`src/rtl/ppu_reg_dbuf.sv`:
```
// Shadow/active double buffer for CPU-written PPU control registers.
// Shadow copies commit to the active copy at vblank once the CPU is not mid-update.
module ppu_reg_dbuf #(
    parameter int                  NUM_REGS = 4,
    parameter int                  REG_W    = 32,
    parameter logic [NUM_REGS-1:0] IMM_MASK = '0,
    parameter int                  SKIP_W   = 8
) (
    input  logic                      clk,
    input  logic                      rst,
    input  logic [NUM_REGS-1:0]       cpu_wr_valid,
    input  logic [NUM_REGS*REG_W-1:0] cpu_wr_data,
    input  logic                      cpu_wr_busy,
    input  logic                      vblank_start,
    input  logic                      vblank_end_soon,
    output logic [NUM_REGS*REG_W-1:0] act_data,
    output logic [NUM_REGS-1:0]       pending,
    output logic                      commit_done,
    output logic [SKIP_W-1:0]         skip_cnt,
    output logic [1:0]                dbg_state
);

    // Handshake: cpu_wr_valid[i] is a single-cycle strobe with no back-pressure;
    // the block always accepts a write in the cycle it is strobed.

    typedef enum logic [1:0] {
        IDLE   = 2'd0,
        WAIT   = 2'd1,
        COMMIT = 2'd2
    } state_t;

    state_t                      state;
    state_t                      state_nxt;
    logic                        commit_en;
    logic                        skip_inc;
    logic [NUM_REGS*REG_W-1:0]   shadow;

    assign dbg_state = state;

    always_ff @(posedge clk) begin
        if (rst) begin
            state <= IDLE;
        end else begin
            state <= state_nxt;
        end
    end

    // In WAIT a busy drop takes priority over vblank_end_soon in the same cycle.
    always_comb begin
        state_nxt = state;
        case (state)
            IDLE: begin
                if (vblank_start) begin
                    state_nxt = cpu_wr_busy ? WAIT : COMMIT;
                end
            end
            WAIT: begin
                if (!cpu_wr_busy) begin
                    state_nxt = COMMIT;
                end else if (vblank_end_soon) begin
                    state_nxt = IDLE;
                end
            end
            COMMIT:  state_nxt = IDLE;
            default: state_nxt = IDLE;
        endcase
    end

    always_comb begin
        commit_en = 1'b0;
        skip_inc  = 1'b0;
        case (state)
            WAIT:    skip_inc  = cpu_wr_busy && vblank_end_soon;
            COMMIT:  commit_en = 1'b1;
            default: begin
                commit_en = 1'b0;
                skip_inc  = 1'b0;
            end
        endcase
    end

    // A write landing in the COMMIT cycle re-arms pending; the commit itself
    // transfers the shadow value that was present before that write.
    always_ff @(posedge clk) begin
        if (rst) begin
            act_data    <= '0;
            shadow      <= '0;
            pending     <= '0;
            commit_done <= 1'b0;
            skip_cnt    <= '0;
        end else begin
            commit_done <= commit_en;
            if (skip_inc && (skip_cnt != {SKIP_W{1'b1}})) begin
                skip_cnt <= skip_cnt + 1'b1;
            end
            for (int i = 0; i < NUM_REGS; i++) begin
                if (IMM_MASK[i]) begin
                    if (cpu_wr_valid[i]) begin
                        act_data[i*REG_W +: REG_W] <= cpu_wr_data[i*REG_W +: REG_W];
                    end
                end else begin
                    if (commit_en && pending[i]) begin
                        act_data[i*REG_W +: REG_W] <= shadow[i*REG_W +: REG_W];
                    end
                    if (cpu_wr_valid[i]) begin
                        shadow[i*REG_W +: REG_W] <= cpu_wr_data[i*REG_W +: REG_W];
                        pending[i]               <= 1'b1;
                    end else if (commit_en) begin
                        pending[i] <= 1'b0;
                    end
                end
            end
        end
    end

endmodule
```
`config.mk`:
```
export PLATFORM = sky130hd
export DESIGN_NAME = ppu_reg_dbuf
export DESIGN_NICKNAME = d
export VERILOG_FILES = /design/src/rtl/ppu_reg_dbuf.sv
export SDC_FILE = /design/constraint.sdc
export NUM_CORES = 1
export LEC_CHECK = 0
export BUFFER_PORTS_ARGS = -buffer_cell sky130_fd_sc_hd__buf_4
export CORE_MARGIN = 4
export CORE_UTILIZATION = 49
export CTS_BUF_LIST = sky130_fd_sc_hd__clkbuf_4 sky130_fd_sc_hd__clkbuf_8
export DETAILED_ROUTE_END_ITERATION = 6
export HOLD_SLACK_MARGIN = 0.15
export PLACE_DENSITY = 0.79
export SKIP_CTS_REPAIR_TIMING = 1
export SYNTH_ARGS = -nofsm -noshare
export SYNTH_HDL_FRONTEND = slang
export SYNTH_SLANG_ARGS = --single-unit
```
`constraint.sdc`:
```
create_clock -name clk -period 1.56 [get_ports clk]
set_clock_uncertainty 0.1 [all_clocks]
set_input_delay 0.156 -clock clk [delete_from_list [all_inputs] [get_ports clk]]
set_output_delay 0.156 -clock clk [all_outputs]
set_load 0.02 [all_outputs]
```
==> qor.csv, run 1 <==
metric,value,unit
hold_violations,25,
hp-class,in2reg,
clk_pin_slew,0.06,ns
synth_edf_count,0,
arrival,1.91,ns
crit_fanout,5,
p_int,11.9,mW
fin_crit,1.54,ns
drc,0,
gp_congestion,0.775,
rows,53,
outcome,"complete, but fails checks",
violations,negative hold slack,
final_cell_mix,"298 x buf_4, 268 x dfxtp_1, 261 x dlygate4sd3_1",
grt_remaining_overflow,0,
hpwl,17200,µm
io_buffers,279,
maxCapViolations,0,
numCtsBuffers,44,
drt_iter0_drc,316,
final_common_cell,buf_4,
ys.warnings.count,0,
syn_area_per_cell,10.0,µm²
max_freq,0.650,GHz
finalSetupViolCount,0,
post-route-period-util,0.987,
cts_sinks,271,
p_sw,3.71,mW
pwr-share-comb,0.120,
synth-async-reset-ratio,0,
setup_tns,0,ns
synth_cell_types,38,
htree_levels,2,
report.final.slew_viol_count,0,
p_seq_frac,0.470,
die_h,154,µm
worst_slew_pin_slew,0.430,ns
crit_required,1.93,ns
netlist_area,10500,µm²
startpoint_type,flip-flop,
ys_seq_area_frac,0.518,
holdWs,-0.0791,ns
synth_fp_nets,1183,
clkLatencyLatePin,0.54,ns
coreArea,21000,µm²
grt.total_usage,0.205,
grt_pass1_vias,8310,
drtPass1Iterations,4,
avgViaCountPerCell,5.00,
avgRoutedWirePerCell,17.5,µm
grt_pass1_wl,40800,µm
final_core_util,0.786,
cts-root-buf,clkbuf_8,
clk_path_buf_depth,3,
final_nets,1739,
io_pins,280,
antenna_found_initial,1,
power.density,943,nW/µm²
critical_path_class,reg2reg,
p_leak,6.99,nW
ir_drop,0.862,mV
layout-drive-gt1-share,0.390,
fin_ws,0.0205,ns
syn_inst,1045,
vias,9540,
syn2layout_area_growth,57.7,%
power.share.switching,0.238,
cp-end-kind,flip-flop,
wl,33300,µm
dieArea,23800,µm²
initial_core_util,0.498,
grt_max_degree,48,
place_ws,0.0428,ns
fp.dieW,154,µm
slew_headroom,0.713,
cts_tree,yes,
synth_seq_cells,271,
clockPowerShare,0.410,
synth_flop_cell,dfxtp_1,
antenna_left,0,
cells by family (layout without fill, tap and decap cells):
| family | count (synthesis) | in the layout | synth area share |
|---|---|---|---|
| AO/OA/AOI/OAI | 144 | 144 | 0.116 |
| XOR/XNOR | 2 | 2 | 0.00167 |
| adder cells (fa/ha/maj) | 1 | 1 | 0.00119 |
| buffers and inverters | 76 | 663 | 0.0571 |
| flip-flops | 271 | 271 | 0.518 |
| multiplexers | 130 | 130 | 0.125 |
| other | 0 | 1 | 0 |
| AND/OR/NAND/NOR | 421 | 421 | 0.182 |
flip-flops by register name, summed over array words and instances (netlist names):
register / flops
act_data: 128
shadow: 128
skip_cnt: 8
pending: 4
dbg_state: 2
commit_done: 1
power by group through the flow:
stage                     clock, mW  sequential, mW  combinational (mW)
final                          6.38            7.32                1.87
after global placement            0            7.44                1.15
after floorplan                   0            7.46               0.640
after global routing           6.80            7.34                2.00
after detailed placement          0            7.45                1.17
after CTS                      6.46            7.30                1.18
final cells by class:
class	count	area [µm²]
Antenna cell	1	2.50
Multi-Input combinational cell	698	4460
Tap cell	275	344
Timing Repair Buffer	584	5350
Fill cell	1165	4500
Clock buffer	71	890
Clock inverter	6	35.0
Inverter	2	7.51
Sequential cell	271	5430
synth_stat cells (2+ instances only):
library cell | instances | share of area
dfxtp_1 | 271 | 0.52
nand2_1 | 164 | 0.059
nor2_1 | 139 | 0.050
mux2i_1 | 129 | 0.12
a21oi_2 | 120 | 0.10
nand2_2 | 100 | 0.060
buf_2 | 50 | 0.024
a21oi_1 | 15 | 0.0072
buf_12 | 14 | 0.027
clkbuf_1 | 6 | 0.0022
and2_4 | 4 | 0.0033
a31oi_1 | 2 | 0.0012
buf_1 | 2 | 0.00072
buf_8 | 2 | 0.0029
nor3_1 | 2 | 0.00096
nor4_1 | 2 | 0.0012
xor2_1 | 2 | 0.0017
stage by stage:
step / area (µm²) / total power [mW] / std cells / hold slack (ns)
2_1_floorplan: 10500 / 8.10 / 1045 / 0.135
3_3_place_gp: 12900 / 8.59 / 1563 / 0.252
3_5_place_dp: 12900 / 8.62 / 1563 / 0.258
4_1_cts: 13900 / 14.9 / 1640 / -0.312
5_1_grt: 16500 / 16.1 / 1908 / -0.0978
6_report: 16500 / 15.6 / 1908 / -0.0791
routing by layer:
| metal | global-route usage | vias up | share of wire |
|---|---|---|---|
| li1 | - | 4547 | - |
| met1 | 0.245 | 4589 | 0.38 |
| met2 | 0.341 | 308 | 0.52 |
| met3 | 0.0753 | 96 | 0.063 |
| met4 | 0.0749 | 0 | 0.043 |
| met5 | 0 | - | 0 |
critical path, cell delays in order (launching register included):
cell,delay [ns]
dfxtp_1,0.32
buf_4,0.15
nor4_1,0.31
dlygate4sd3_1,0.60
path summary, 6_finish.rpt:
path | start | to | slack (ns) | cells after the start
setup / recovery | dbg_state[1] | dbg_state[1] | 0.02 | 3
setup reg to reg | dbg_state[1] | dbg_state[1] | 0.02 | 3
hold reg to reg | shadow[123] | act_data[123] | 0.34 | 2
hold / removal | rst | act_data[23] | -0.08 | 2
No activity file was read; power rests on OpenSTA's default activity.
==> inputs of run 2 (changes only) <==
GPL_TIMING_DRIVEN = 0   (was unset)
REMOVE_ABC_BUFFERS = 1   (was unset)
==> qor.csv, run 2 (synthesis gave the netlist of run 1 again) <==
metric,value,unit,change
crit_buf_inv,1,,was 2
max_freq,0.605,GHz,was 0.650 GHz
hpwl,16100,µm,was 17200 µm
cp-end-kind,flip-flop,,unchanged
cp_top_family,simple AND/OR/NAND/NOR gates,,was buffers and inverters
fp.dieW,154,µm,unchanged
syn2layout_area_growth,54.7,%,was 57.7%
numCtsBuffers,44,,unchanged
die_h,154,µm,unchanged
vias,9584,,was 9540
drc,0,,unchanged
coreArea,21000,µm²,unchanged
arrival,2.01,ns,was 1.91 ns
grt_pass1_vias,7585,,was 8310
clk_path_buf_depth,3,,unchanged
ir_drop,0.767,mV,was 0.862 mV
crit_fanout,8,,was 5
dieArea,23800,µm²,unchanged
fin_crit,1.65,ns,was 1.54 ns
cts-root-buf,clkbuf_8,,unchanged
place_inst,1527,,was 1563
antenna_found_initial,1,,unchanged
io_pins,280,,unchanged
finalNonFillerCells,1885,,was 1908
rows,53,,unchanged
finalSetupViolCount,9,,was 0
post-route-period-util,1.06,,was 0.987
fill_cells,1217,,was 1165
htree_levels,2,,unchanged
critical_path_class,reg2reg,,unchanged
power.density,940,nW/µm²,was 943 nW/µm²
grt_remaining_overflow,0,,unchanged
cpMaxStageDelayCell,dfxtp_2,,was dlygate4sd3_1
avgRoutedWirePerCell,18.4,µm,was 17.5 µm
hold_violations,0,,was 25
startpoint_type,flip-flop,,unchanged
drtPass1Iterations,5,,was 4
clk_pin_slew,0.06,ns,about the same
io_buffers,279,,unchanged
worst_slew_pin_slew,0.678,ns,was 0.430 ns
cts_tree,yes,,unchanged
final_cell_mix,"294 x buf_4, 263 x dfxtp_1, 254 x dlygate4sd3_1",,"was 298 x buf_4, 268 x dfxtp_1, 261 x dlygate4sd3_1"
final_common_cell,buf_4,,unchanged
power,15.2,mW,was 15.6 mW
violations,negative setup slack,,was negative hold slack
outcome,"complete, but fails checks",,unchanged
drt_iter0_drc,454,,was 316
report.final.slew_viol_count,0,,unchanged
cts_sinks,271,,unchanged
final_core_util,0.771,,was 0.786
layout-drive-gt1-share,0.392,,was 0.390
wl,34600,µm,was 33300 µm
hp-class,in2reg,,unchanged
grt_max_degree,119,,was 48
path_cells,"nor2b_4, buf_4, and2_2, nand2_1, a21oi_1",,"was buf_4, nor4_1, dlygate4sd3_1"
gp_congestion,0.791,,was 0.775
grt.total_usage,0.195,,was 0.205
slew_headroom,0.548,,was 0.713
placed_cell_area,12400,µm²,was 12900 µm²
clkLatencyLatePin,0.54,ns,about the same
place_ws,-0.711,ns,was 0.0428 ns
maxCapViolations,0,,unchanged
initial_core_util,0.498,,unchanged
cpPeakStageDelay,0.38,ns,was 0.60 ns
fin_area,16200,µm²,was 16500 µm²
crit_required,1.91,ns,was 1.93 ns
reg_top3,"act_data (128), shadow (128), skip_cnt (8)",,unchanged
antenna_left,0,,unchanged
fin_ws,-0.0930,ns,was 0.0205 ns
r2r_setup_slack,-0.09,ns,was 0.02 ns
p_leak,6.75,nW,was 6.99 nW
grt_pass1_wl,38700,µm,was 40800 µm
avgViaCountPerCell,5.08,,was 5.00
final_nets,1721,,was 1739
-- run 2: final cells by class --
type | count | area (µm²) | share of cell area
Antenna cell | 1 | 2.50 | 0.000154
Clock buffer | 69 | 818 | 0.0505
Clock inverter | 3 | 21.3 | 0.00131
Inverter | 2 | 7.51 | 0.000463
Multi-Input combinational cell | 704 | 4570 | 0.282
Sequential cell | 271 | 5440 | 0.335
Tap cell | 275 | 344 | 0.0212
Timing Repair Buffer | 560 | 5000 | 0.309
-- run 2: path summary, 6_finish.rpt --
path                      from           end  cells past startpoint
setup reg to reg  dbg_state[1]  act_data[96]                      5
setup / recovery  dbg_state[1]  act_data[96]                      5
hold reg to reg     shadow[10]  act_data[10]                      2
hold / removal             rst    shadow[88]                      3
-- run 2: report_power, final --
| part | switching (mW) | internal [mW] |
|---|---|---|
| Sequential | 0.183 | 7.16 |
| Combinational | 0.763 | 1.07 |
| Clock | 2.75 | 3.30 |
| Total | 3.69 | 11.5 |
-- run 2: stage by stage --
stage          hold slack (ns)  setup TNS [ns]
2_1_floorplan            0.118          -14.63
3_3_place_gp             0.249         -402.12
3_5_place_dp             0.260          -76.91
4_1_cts                 -0.309          -78.04
5_1_grt                  0.136           -2.19
6_report                 0.141          -0.263
-- run 2: worst min-delay path: cells and delay by family --
family,cells,cell delay [ns]
buf+inv,2,0.38
simple gates,1,0.16
-- run 2: routing by layer --
| metal | wire length (µm) | vias to the layer above | track usage |
|---|---|---|---|
| met2 | 17600 | 378 | 0.318 |
| li1 | - | 4495 | - |
| met5 | 0 | - | 0 |
| met1 | 13500 | 4623 | 0.245 |
| met3 | 2320 | 88 | 0.0677 |
| met4 | 1220 | 0 | 0.0631 |
==> inputs of run 3 (changes only) <==
CORE_ASPECT_RATIO = 1.75   (was unset)
RECOVER_POWER = 25   (was unset)
==> qor.csv, run 3 (synthesis gave the netlist of run 1 again) <==
metric,value,unit,change
worstHoldStart,rst,,unchanged
max_freq,0.644,GHz,was 0.605 GHz
grt_pass1_vias,7833,,was 7585
hold_violations,44,,was 0
layout-drive-gt1-share,0.378,,was 0.392
cp_top_family,simple AND/OR/NAND/NOR gates,,unchanged
final_nets,1713,,was 1721
wl,33200,µm,was 34600 µm
finalSetupViolCount,0,,was 9
clk_path_buf_depth,3,,unchanged
drtPass1Iterations,5,,unchanged
initial_core_util,0.500,,was 0.498
reg2reg_to,act_data[51],,was act_data[96]
htree_levels,2,,unchanged
grt_pass1_wl,40200,µm,was 38700 µm
r2r_setup_slack,0.008,ns,was -0.09 ns
die_h,201,µm,was 154 µm
rows,70,,was 53
hpwl,16800,µm,was 16100 µm
io_buffers,279,,unchanged
hp-class,in2reg,,unchanged
cts_tree,yes,,unchanged
crit_required,1.93,ns,was 1.91 ns
fill_cells,1224,,was 1217
fp.dieW,119,µm,was 154 µm
drt_iter0_drc,502,,was 454
grt_remaining_overflow,0,,unchanged
cpMaxStageDelayCell,and2_2,,was dfxtp_2
fin_ws,0.00774,ns,was -0.0930 ns
cp-end-kind,flip-flop,,unchanged
crit_buf_inv,1,,unchanged
final_common_cell,buf_4,,unchanged
clkLatencyLatePin,0.55,ns,was 0.54 ns
setup_tns,0,ns,was -0.263 ns
cts-root-buf,clkbuf_8,,unchanged
crit_fanout,14,,was 8
ff_latch_area,5440,µm²,about the same
drc,0,,unchanged
violations,negative hold slack,,was negative setup slack
io_pins,280,,unchanged
worstHoldEndpoint,act_data[31],,was shadow[88]
syn2layout_area_growth,53.5,%,was 54.7%
reg_top3,"act_data (128), shadow (128), skip_cnt (8)",,unchanged
coreArea,20900,µm²,was 21000 µm²
avgViaCountPerCell,5.11,,was 5.08
worst_slew_pin_slew,0.613,ns,was 0.678 ns
maxCapViolations,0,,unchanged
grt_max_degree,129,,was 119
vias,9479,,was 9584
slew_headroom,0.591,,was 0.548
power.density,942,nW/µm²,was 940 nW/µm²
post-route-period-util,0.995,,was 1.06
r2r-start,dbg_state[1],,unchanged
cpPeakStageDelay,0.38,ns,about the same
fin_crit,1.55,ns,was 1.65 ns
ir_drop,0.805,mV,was 0.767 mV
gp_congestion,0.787,,was 0.791
r2r_cells,5,,unchanged
dieArea,23900,µm²,was 23800 µm²
outcome,"complete, but fails checks",,unchanged
critical_path_class,reg2reg,,unchanged
holdWs,-0.127,ns,was 0.141 ns
startpoint_type,flip-flop,,unchanged
multi_input_area,4550,µm²,was 4570 µm²
antenna_found_initial,1,,unchanged
grt.total_usage,0.204,,was 0.195
avgRoutedWirePerCell,17.9,µm,was 18.4 µm
numCtsBuffers,41,,was 44
final_cell_mix,"271 x buf_4, 263 x dfxtp_1, 263 x dlygate4sd3_1",,"was 294 x buf_4, 263 x dfxtp_1, 254 x dlygate4sd3_1"
clk_pin_slew,0.07,ns,was 0.06 ns
antenna_left,0,,unchanged
arrival,1.92,ns,was 2.01 ns
place_ws,-0.600,ns,was -0.711 ns
hold_path_depth,2,,was 3
cts_sinks,271,,unchanged
p_leak,6.68,nW,was 6.75 nW
report.final.slew_viol_count,0,,unchanged
path_cells,"nor2b_4, buf_12, and2_2, nand2_2, a21oi_2",,"was nor2b_4, buf_4, and2_2, nand2_1, a21oi_1"
run 3: worst max path at each step:
stage	from	endpoint	slack, ns	cells after the start
6_report	dbg_state[1]	act_data[51]	0.008	5
3_5_place_dp	dbg_state[1]	act_data[117]	-0.60	4
5_1_grt	dbg_state[1]	act_data[51]	-0.03	5
3_3_place_gp	rst	skip_cnt[3]	-1.77	3
4_1_cts	dbg_state[1]	act_data[117]	-0.62	4
2_1_floorplan	skip_cnt[0]	skip_cnt[3]	-0.14	4
run 3: report_power, final:
part | switching (mW) | internal [mW] | total (mW)
Clock | 2.69 | 3.30 | 5.99
Combinational | 0.746 | 1.08 | 1.82
Sequential | 0.170 | 7.15 | 7.33
Total | 3.61 | 11.5 | 15.1
run 3: final cells by class:
cell class	count	share of cell area
Clock buffer	66	0.0507
Clock inverter	4	0.00163
Timing Repair Buffer	555	0.307
Tap cell	252	0.0196
Inverter	2	0.000467
Multi-Input combinational cell	704	0.283
Antenna cell	1	0.000156
Sequential cell	271	0.338
run 3: worst reg2reg max path, cell delays in order, from the launching register on:
cell     delay [ns]
dfxtp_2        0.37
nor2b_4        0.17
buf_12         0.17
and2_2         0.38
nand2_2        0.13
a21oi_2        0.15
run 3: per-layer routing:
| metal | share of wire | vias to the layer above | wire, µm | GRT usage |
|---|---|---|---|---|
| met5 | 0 | - | 0 | 0 |
| met4 | 0.050 | 0 | 1660 | 0.104 |
| met3 | 0.051 | 127 | 1700 | 0.0531 |
| met2 | 0.54 | 330 | 17900 | 0.357 |
| met1 | 0.36 | 4531 | 12000 | 0.225 |
| li1 | - | 4491 | - | - |
run 3: metrics by stage:
stage / utilization / area (µm²) / power [mW] / std cells
2_1_floorplan: - / 9880 / 7.86 / 971
3_3_place_gp: 0.587 / 12300 / 8.47 / 1502
3_5_place_dp: 0.590 / 12400 / 8.51 / 1504
4_1_cts: 0.630 / 13200 / 14.5 / 1574
5_1_grt: 0.768 / 16100 / 15.7 / 1855
6_report: 0.768 / 16100 / 15.1 / 1855
